===== src/rtl/hw_output_stream_packer_pkg.sv =====
// Shared types for the stencil output packer: FSM state, FIFO entry tags,
// and counter-width helpers.
package hls_stream_pkg;

  typedef enum logic {
    WARMUP = 1'b0,
    STREAM = 1'b1
  } state_t;

  // eof rides along so frame_done tracks the beat that actually leaves
  typedef struct packed {
    logic sof;
    logic eol;
    logic eof;
  } tag_t;

  localparam int DATA_W_DEF = 16;

  typedef struct packed {
    tag_t                  tag;
    logic [DATA_W_DEF-1:0] data;
  } entry_t;

  function automatic int cw(input int n);
    return (n <= 1) ? 1 : $clog2(n);
  endfunction

  localparam int COL_W_DEF = cw(64);
  localparam int ROW_W_DEF = cw(64);
  localparam int SKP_W_DEF = cw(2 + 1);
  localparam int CNT_W_DEF = cw(16 + 1);

endpackage


===== src/rtl/hw_output_stream_packer_fifo.sv =====
// stream_fifo_sync: synchronous FIFO with a registered head-of-queue output.
// A push into an empty FIFO is visible on dout_o one cycle later.
module stream_fifo_sync #(
  parameter int WIDTH = 19,
  parameter int DEPTH = 16
) (
  input  logic                       clk,
  input  logic                       rst_n,
  input  logic                       push_i,
  input  logic [WIDTH-1:0]           din_i,
  input  logic                       pop_i,
  output logic [WIDTH-1:0]           dout_o,
  output logic                       full_o,
  output logic                       empty_o,
  output logic [$clog2(DEPTH+1)-1:0] count_o
);
  localparam int PW = $clog2(DEPTH);
  localparam int CW = $clog2(DEPTH + 1);

  logic [WIDTH-1:0] mem_q [DEPTH];
  logic [PW-1:0]    wr_q, wr_d;
  logic [PW-1:0]    rd_q, rd_d;
  logic [CW-1:0]    cnt_q, cnt_d;
  logic [WIDTH-1:0] dout_q, dout_d;
  logic             do_push, do_pop;

  assign full_o  = cnt_q == CW'(DEPTH);
  assign empty_o = cnt_q == '0;
  assign count_o = cnt_q;
  assign dout_o  = dout_q;

  // no bypass: a push while full is refused even if a pop frees a slot
  assign do_push = push_i && !full_o;
  assign do_pop  = pop_i && !empty_o;

  always_comb begin
    wr_d   = do_push ? wr_q + PW'(1) : wr_q;
    rd_d   = do_pop ? rd_q + PW'(1) : rd_q;
    cnt_d  = cnt_q + CW'(do_push) - CW'(do_pop);
    dout_d = dout_q;
    if (cnt_d != '0) begin
      if (do_push && (cnt_q - CW'(do_pop)) == '0)
        dout_d = din_i;
      else
        dout_d = mem_q[rd_d];
    end
  end

  always_ff @(posedge clk) begin
    if (do_push)
      mem_q[wr_q] <= din_i;
  end

  always_ff @(posedge clk or negedge rst_n) begin
    if (!rst_n) begin
      wr_q   <= '0;
      rd_q   <= '0;
      cnt_q  <= '0;
      dout_q <= '0;
    end else begin
      wr_q   <= wr_d;
      rd_q   <= rd_d;
      cnt_q  <= cnt_d;
      dout_q <= dout_d;
    end
  end

endmodule


===== src/rtl/hw_output_stream_packer.sv =====
// Output packer: drops warm-up samples, tags SOF/EOL, buffers for backpressure.
// Define PACKER_STATS_EN to add frame_cnt / drop_cnt outputs.
module hw_output_stream_packer
  import hls_stream_pkg::*;
#(
  parameter int DATA_W     = 16,
  parameter int IMG_W      = 64,
  parameter int IMG_H      = 64,
  parameter int SKIP       = 2,
  parameter int FIFO_DEPTH = 16
) (
  input  logic              clk,
  input  logic              rst_n,
  input  logic              in_valid,
  input  logic [DATA_W-1:0] in_data,
  output logic              out_tvalid,
  input  logic              out_tready,
  output logic [DATA_W-1:0] out_tdata,
  output logic              out_tuser,
  output logic              out_tlast,
  output logic              frame_done,
  output logic              overflow
`ifdef PACKER_STATS_EN
  ,
  output logic [15:0]       frame_cnt,
  output logic [15:0]       drop_cnt
`endif
);
  localparam int COL_W = cw(IMG_W);
  localparam int ROW_W = cw(IMG_H);
  localparam int SKP_W = cw(SKIP + 1);
  localparam int CNT_W = $clog2(FIFO_DEPTH + 1);
  localparam int ENT_W = $bits(tag_t) + DATA_W;
  localparam state_t START = (SKIP == 0) ? STREAM : WARMUP;

  state_t           state_q, state_d;
  logic [COL_W-1:0] col_q, col_d;
  logic [ROW_W-1:0] row_q, row_d;
  logic [SKP_W-1:0] skip_q, skip_d;
  logic             ovf_q, ovf_d;
  logic             done_q, done_d;
  logic             push, pop, drop;
  tag_t             tag_in, out_tag;
  logic [ENT_W-1:0] fifo_dout;
  logic             fifo_full, fifo_empty;
  logic [CNT_W-1:0] fifo_cnt;

  always_comb begin
    state_d = state_q;
    col_d   = col_q;
    row_d   = row_q;
    skip_d  = skip_q;
    push    = 1'b0;
    tag_in  = '0;
    unique case (state_q)
      WARMUP: begin
        if (in_valid) begin
          skip_d = skip_q + SKP_W'(1);
          if (int'(skip_q) == SKIP - 1) begin
            state_d = STREAM;
            skip_d  = '0;
          end
        end
      end
      default: begin
        if (in_valid) begin
          push       = 1'b1;
          tag_in.sof = (col_q == '0) && (row_q == '0);
          tag_in.eol = col_q == COL_W'(IMG_W - 1);
          tag_in.eof = tag_in.eol && (row_q == ROW_W'(IMG_H - 1));
          if (tag_in.eol) begin
            col_d = '0;
            row_d = row_q + ROW_W'(1);
          end else begin
            col_d = col_q + COL_W'(1);
          end
          if (tag_in.eof) begin
            row_d   = '0;
            skip_d  = '0;
            state_d = START;
          end
        end
      end
    endcase
  end

  // geometry advances on a drop too, keeping later frames aligned
  assign drop   = push && fifo_full;
  assign pop    = out_tready && !fifo_empty;
  assign ovf_d  = ovf_q | drop;
  assign done_d = pop && out_tag.eof;

  always_ff @(posedge clk or negedge rst_n) begin
    if (!rst_n) begin
      state_q <= START;
      col_q   <= '0;
      row_q   <= '0;
      skip_q  <= '0;
      ovf_q   <= 1'b0;
      done_q  <= 1'b0;
    end else begin
      state_q <= state_d;
      col_q   <= col_d;
      row_q   <= row_d;
      skip_q  <= skip_d;
      ovf_q   <= ovf_d;
      done_q  <= done_d;
    end
  end

  stream_fifo_sync #(
    .WIDTH (ENT_W),
    .DEPTH (FIFO_DEPTH)
  ) u_fifo (
    .clk     (clk),
    .rst_n   (rst_n),
    .push_i  (push),
    .din_i   ({tag_in, in_data}),
    .pop_i   (pop),
    .dout_o  (fifo_dout),
    .full_o  (fifo_full),
    .empty_o (fifo_empty),
    .count_o (fifo_cnt)
  );

  assign {out_tag, out_tdata} = fifo_dout;
  assign out_tvalid = fifo_cnt != '0;
  assign out_tuser  = out_tag.sof;
  assign out_tlast  = out_tag.eol;
  assign frame_done = done_q;
  assign overflow   = ovf_q;

`ifdef PACKER_STATS_EN
  logic [15:0] frame_cnt_q, drop_cnt_q;

  always_ff @(posedge clk or negedge rst_n) begin
    if (!rst_n) begin
      frame_cnt_q <= '0;
      drop_cnt_q  <= '0;
    end else begin
      if (done_q)
        frame_cnt_q <= frame_cnt_q + 16'd1;
      if (drop && drop_cnt_q != 16'hFFFF)
        drop_cnt_q <= drop_cnt_q + 16'd1;
    end
  end

  assign frame_cnt = frame_cnt_q;
  assign drop_cnt  = drop_cnt_q;
`endif

endmodule


===== config.mk =====
export PLATFORM = sky130hd
export DESIGN_NAME = hw_output_stream_packer
export DESIGN_NICKNAME = d
export VERILOG_FILES = /design/src/rtl/hw_output_stream_packer_pkg.sv /design/src/rtl/hw_output_stream_packer_fifo.sv /design/src/rtl/hw_output_stream_packer.sv
export SDC_FILE = /design/constraint.sdc
export NUM_CORES = 1
export LEC_CHECK = 0
export ABC_CLOCK_PERIOD_IN_PS = 4150
export CAP_MARGIN = 20
export CORE_ASPECT_RATIO = 0.5
export CORE_MARGIN = 8
export CORE_UTILIZATION = 41
export DETAILED_ROUTE_END_ITERATION = 8
export PLACE_DENSITY = 0.56
export SLEW_MARGIN = 40
export SYNTH_ARGS = -nofsm -noshare
export SYNTH_HDL_FRONTEND = slang
export SYNTH_SLANG_ARGS = --single-unit

===== constraint.sdc =====
create_clock -name clk -period 4.15 [get_ports clk]
set_input_delay 0.6225 -clock clk [delete_from_list [all_inputs] [get_ports clk]]
set_output_delay 0.6225 -clock clk [all_outputs]
set_load 0.02 [all_outputs]

# Word-level counts from Yosys, hierarchy flattened
# Memories as Yosys holds them, arrays and structs flattened.
# Cells that the tools add are included.
[totals]
regBits = 49
mem_bits_rw = 304
out_inout_bits = 21
elab_cells = 66
mem_count = 1
[memory_table]
columns = ["name", "words", "word_bits", "rd", "rd_ports_with_merged_regs", "write_ports", "line", "rtl"]
rows = [
  ["u_fifo.mem_q", 16, 19, 1, 0, 1, "hw_output_stream_packer_fifo.sv:20", "logic [WIDTH-1:0] mem_q [DEPTH];"],
]
[classes]
addsub = 8
n_eq_ne = 5
n_mux = 21
bitwise_logic = 1
n_reduce_logical = 20
[ops]
columns = ["op", "count"]
rows = [
  ["19-bit 2-to-1 mux", 1],
  ["6-bit 2-to-1 mux", 3],
  ["6-bit by 1-bit adder with 6-bit output, second input constant", 2],
  ["6-bit == test, second input constant", 2],
  ["6-bit zero test", 2],
  ["5-bit zero test", 2],
  ["2-bit 2-to-1 mux", 5],
  ["5-bit nonzero test", 2],
  ["5-bit by 1-bit subtractor with 5-bit output", 2],
  ["1-bit 2-to-1 mux", 9],
  ["4-bit by 1-bit adder with 4-bit output, second input constant", 2],
  ["1-bit logical AND", 8],
  ["3-bit 2-to-1 mux", 2],
  ["5-bit by 1-bit adder with 5-bit output", 1],
  ["5-bit == test, second input constant", 1],
  ["4-bit 2-to-1 mux", 1],
  ["2-bit AND reduction", 2],
  ["3-bit AND reduction", 1],
  ["2-bit by 1-bit adder with 2-bit output, second input constant", 1],
  ["2-bit == test, second input constant", 1],
  ["1-bit zero test", 2],
  ["2-bit by 1-bit inequality test with 1-bit output, second input constant", 1],
  ["2-bit nonzero test", 1],
  ["1-bit bitwise OR", 1],
]

# Depth between registers and ports, before layout
[depth]
word_depth = 8
mapped_depth = 18
depth_no_buf = 16

# Hierarchy
# A second synthesis with hierarchy kept.
[hier_totals]
hier_cells = 1302
area_unflattened_um2 = 17286.6
[by_module_without_submodules]
columns = ["mod", "n_inst", "cells_each", "area_each_um2", "seq_area_each_um2"]
rows = [
  ["stream_fifo_sync", 1, 1204, 16333.2, 9929.5],
  ["hw_output_stream_packer", 1, 98, 953.4, 425.4],
]

# Least setup slack after synthesis
# No wires, ideal clock.
[synth_path]
kind = "register -> register"
startpoint = "register u_fifo.cnt_q[2] (netlist: u_fifo.count_o[2])"
endpoint = "register u_fifo.dout_q[9] (netlist: u_fifo.dout_o[9])"
t_arrival_ps = 3788
t_required_ps = 4022
path_slack_ps = 233
stages_incl_launch_ff = 19
period_less_slack_ps = 3917
path_cell_list = "dfrtp_1 -> inv_1 -> ha_1 -> nor4b_4 -> inv_2 -> nand2_1 -> inv_1 -> ha_1 -> inv_1 -> ha_1 -> fa_1 -> xnor2_1 -> or3_1 -> clkbuf_1 -> or3_1 -> clkbuf_1 -> clkbuf_1 -> a31oi_1 -> o31ai_1"
[synth_between]
word_cells_on_any_way = 16
[synth_lines]
columns = ["element", "line", "rtl"]
rows = [
  ["start: declaration", "hw_output_stream_packer_fifo.sv:23", "logic [CW-1:0] cnt_q, cnt_d;"],
  ["start signal: assignment", "hw_output_stream_packer_fifo.sv:63", "cnt_q <= cnt_d;"],
  ["5-bit == test / 5-bit zero test (equally long branches)", "hw_output_stream_packer_fifo.sv:27, hw_output_stream_packer_fifo.sv:28", ""],
  ["1-bit zero test (on tied branches)", "hw_output_stream_packer_fifo.sv:33, hw_output_stream_packer_fifo.sv:34, hw_output_stream_packer.sv:89", ""],
  ["1-bit logical AND (on tied branches)", "hw_output_stream_packer_fifo.sv:33, hw_output_stream_packer.sv:89", ""],
  ["5-bit by 1-bit adder with 5-bit output / 1-bit logical AND (equally long branches)", "hw_output_stream_packer_fifo.sv:39, hw_output_stream_packer_fifo.sv:34", ""],
  ["5-bit by 1-bit subtractor with 5-bit output *", "hw_output_stream_packer_fifo.sv:39", "cnt_d = cnt_q + CW'(do_push) - CW'(do_pop);"],
  ["via u_fifo.cnt_d[2]", "hw_output_stream_packer_fifo.sv:23", ""],
  ["5-bit nonzero test *", "hw_output_stream_packer_fifo.sv:41", "if (cnt_d != '0) begin"],
  ["end signal: assignment", "hw_output_stream_packer_fifo.sv:64", "dout_q <= dout_d;"],
  ["end: declaration", "hw_output_stream_packer_fifo.sv:24", "logic [WIDTH-1:0] dout_q, dout_d;"],
]
# The timed path passes the listed nets; every way through them passes the cells marked *.
# A chain may end at the register's enable or synchronous reset.

# Worst setup path in the final report
[layout_path]
startpoint = "register u_fifo.cnt_q[2] (netlist: u_fifo.count_o[2])"
endpoint = "register u_fifo.dout_q[13] (netlist: u_fifo.dout_o[13])"
# Same word-level chain as after synthesis.

==> results.cfg <==
[outcome]
outcome = completed

[yosys]
postSynth.asyncResetShare_pct = 13.9
synthSimpleGateAreaFrac_pct = 6.80
postSynthAreaPerCell_um2 = 13.3
synthesis.yosys.warnings = 0
main_combinational_cell_family_by_area_after_synthesis = compound AO/OA/AOI/OAI gates
yosys-mux-area-fraction_pct = 7.41
synthTopCellsByArea = sky130_fd_sc_hd__edfxtp_1, sky130_fd_sc_hd__a221oi_1, sky130_fd_sc_hd__dfrtp_1
synth_adder_area_share_pct = 1.46
yosys.area.top_type = sky130_fd_sc_hd__edfxtp_1
synth_edf_count = 304
yosysSeqAreaShare_pct = 61.5
synthFlopType = sky130_fd_sc_hd__edfxtp_1
yosys_register_bits = 353
synth-compound-area-share_pct = 17.5
synth_cells = 1270
synthesis.nets = 1309
post_synth_instance_area_mm2 = 0.0168
synth_xor_area_share_pct = 0.936
yosys.cell_types.count = 56
synth_top_area_share_pct = 54.2

[routing]
firstDrtPassIters = 5
vias = 11800
drtIter0Drc = 1252
vias_per_cell = 6.40
route.detailed.wl_per_inst_um = 25.9
wirelength_mm = 47.7
drcViolationCount = 0
final_antenna_net_count = 0

[timing]
finClkSkew_ps = 28.5
tightestPinTransition_ps = 787
grt_setup_unrepaired = no
max_transition_margin_pct = 47.4
finalSetupViolations = 0
fin_crit_ps = 3820
final-max-slew-violation-count = 0
finalCritPeriodShare_pct = 92.1
timing.fmax_mhz = 262
finalHoldViolations = 0
fin_setup_tns_ps = 0

[grt]
wire_length_of_the_first_global_routing_pass_mm = 71.5
first_global_vias = 11300
grt_start_max_net_pins = 154
global_route.overflow_total = 0
gr-usage-all-layers_pct = 19.3
antenna_found_initial = 0

[worst_setup_path]
critPathKind = reg -> reg
required_ps = 4550
reg2reg_from = u_fifo.count_o[2]
critPathLaunchType = flip-flop
cp.arrival_ps = 4230
crit_path_max_fanout = 39
critical_path.startpoint = u_fifo.count_o[2]
timing.critical_path.to_type = flip-flop

[clock_tree]
cts_made_buffers = 36
root_buffer = sky130_fd_sc_hd__clkbuf_16
clkSlewWorstSetupHoldPaths_ps = 60
post_cts_resized = 0
max-clock-path-buffers = 3
clock_latency_ps = 540
tritoncts = yes
h-tree-depth = 2
clkSinkCount = 353

[power]
max-vdd-ir-drop_mv = 0.465
power.density_mw_per_mm2 = 769
total_leakage_power_nw = 6.63

[layout]
final_cell_mix = sky130_fd_sc_hd__edfxtp_1, sky130_fd_sc_hd__a221oi_1, sky130_fd_sc_hd__mux2i_1, sky130_fd_sc_hd__nor2_1, sky130_fd_sc_hd__dfrtp_1
antenna_cells = 0
finalInstanceArea_mm2 = 0.0191
flow.area_growth_from_synthesis_pct = 13.4
layout.cells.most_common = sky130_fd_sc_hd__edfxtp_1
sequential_cell_area_mm2 = 0.0104
drive_gt1_share_pct = 11.1
multi_input_comb_area_mm2 = 0.00584
layout.filler_cells = 3534
post_layout_nets = 1315

[worst_hold_path]
hold_class = in -> async

[floorplanning]
fp.dieArea_mm2 = 0.0482
io-pin-count = 41
start_util_pct = 41.6
die_h_um = 159
fp.dieW_um = 303
design.core.area_mm2 = 0.0405
rows = 52

[place]
place_congestion = 0.841
placed_cell_area_mm2 = 0.0179
detailed_place_hpwl_mm = 28.0
numPortBuffers = 40

[flow_run]
maxCapViolCount = 0
## sequential cells by signal, summed over array words and instances (netlist names)
| signal | count |
|---|---|
| skip_q | 2 |
| u_fifo.rd_q | 4 |
| u_fifo.count_o | 5 |
| u_fifo.dout_o | 19 |
| u_fifo.mem_q | 304 |
| col_q | 6 |
| overflow | 1 |
| row_q | 6 |
| state_q | 1 |
| u_fifo.wr_q | 4 |
| frame_done | 1 |
## worst max-delay path: stages, from the launching register on
cell and delay [ps]:
sky130_fd_sc_hd__dfrtp_1 400, sky130_fd_sc_hd__inv_1 140, sky130_fd_sc_hd__ha_1 210, sky130_fd_sc_hd__nor4b_4 250
sky130_fd_sc_hd__inv_2 60, sky130_fd_sc_hd__nand2_1 90, sky130_fd_sc_hd__inv_1 90, sky130_fd_sc_hd__ha_1 280
sky130_fd_sc_hd__inv_1 60, sky130_fd_sc_hd__ha_1 220, sky130_fd_sc_hd__fa_1 450, sky130_fd_sc_hd__xnor2_1 160
sky130_fd_sc_hd__or3_1 320, sky130_fd_sc_hd__or3_1 320, sky130_fd_sc_hd__buf_4 280, sky130_fd_sc_hd__o211ai_1 250
sky130_fd_sc_hd__o31ai_1 110
## cell usage after synthesis, types with 20 or more instances
library cell / n
sky130_fd_sc_hd__edfxtp_1: 304
sky130_fd_sc_hd__a221oi_1: 144
sky130_fd_sc_hd__nor2_1: 127
sky130_fd_sc_hd__mux2i_1: 118
sky130_fd_sc_hd__clkbuf_1: 61
sky130_fd_sc_hd__dfrtp_1: 49
sky130_fd_sc_hd__buf_2: 40
sky130_fd_sc_hd__a221o_1: 36
sky130_fd_sc_hd__inv_1: 36
sky130_fd_sc_hd__nor3_1: 25
sky130_fd_sc_hd__nand2_1: 24
sky130_fd_sc_hd__o221ai_1: 21
sky130_fd_sc_hd__o22ai_1: 21
sky130_fd_sc_hd__a31oi_1: 20
sky130_fd_sc_hd__nor4_1: 20
sky130_fd_sc_hd__o31ai_1: 20
## timing repair
item	4_1_cts	5_1_grt
endpoints found under the setup margin	0	7
hold buffers	0	0
buffers inserted	0	1
## stage by stage
stage | cells | hold WS [ps] | setup slack (ps) | total power [mW] | utilization (%)
after floorplan | 1270 | 327 | 233 | 9.36 | -
after global placement | 1776 | 468 | 323 | 11.4 | 44.3
after detailed placement | 1776 | 473 | 152 | 11.5 | 44.3
after CTS | 1841 | 78.6 | 199 | 14.7 | 47.1
after global routing | 1843 | 91.8 | 118 | 15.5 | 47.2
final | 1843 | 79.0 | 329 | 14.7 | 47.2
## metal layers
layer	GRT usage (%)	vias up	part of all wire (%)
li1	-	5204	-
met1	27.9	6070	45
met4	5.10	0	2.5
met5	0	-	0
met2	29.5	441	45
met3	3.65	82	7.8
## cell families (layout without fill, tap and decap cells)
logic type / Yosys count / after routing
buffers and inverters: 164 / 197
AOI/OAI and AO/OA: 351 / 351
muxes: 121 / 121
and+or+nand+nor: 244 / 244
xor gates and xnor gates: 18 / 18
DFF: 353 / 353
adders and majority gates: 19 / 19
## path summary, 6_finish.rpt
path | end | slack [ps] | depth (start not counted)
max | u_fifo.dout_o[13] | 330 | 16
max in group asynchronous | u_fifo.rd_q[0] | 3350 | 2
max reg2reg | u_fifo.dout_o[13] | 330 | 16
min in group clk | overflow | 480 | 1
min | col_q[0] | 80 | 1
min reg2reg | overflow | 480 | 1
## power by group
group / switching (mW) / leakage, nW / internal (mW)
Clock: 1.37 / 0.561 / 1.78
Sequential: 0.411 / 3.37 / 4.38
Combinational: 4.22 / 2.70 / 2.53
Total: 5.99 / 6.63 / 8.69
## area by class of cell
cell class | instances | share of cell area [%]
clock buffers | 47 | 5.26
flip-flops and latches | 353 | 54.2
inverters | 39 | 0.780
repair buffers | 93 | 4.95
clock inverters | 18 | 0.642
well taps | 540 | 3.54
multi-input cells | 753 | 30.6
No activity file was read; power rests on OpenSTA's default activity.
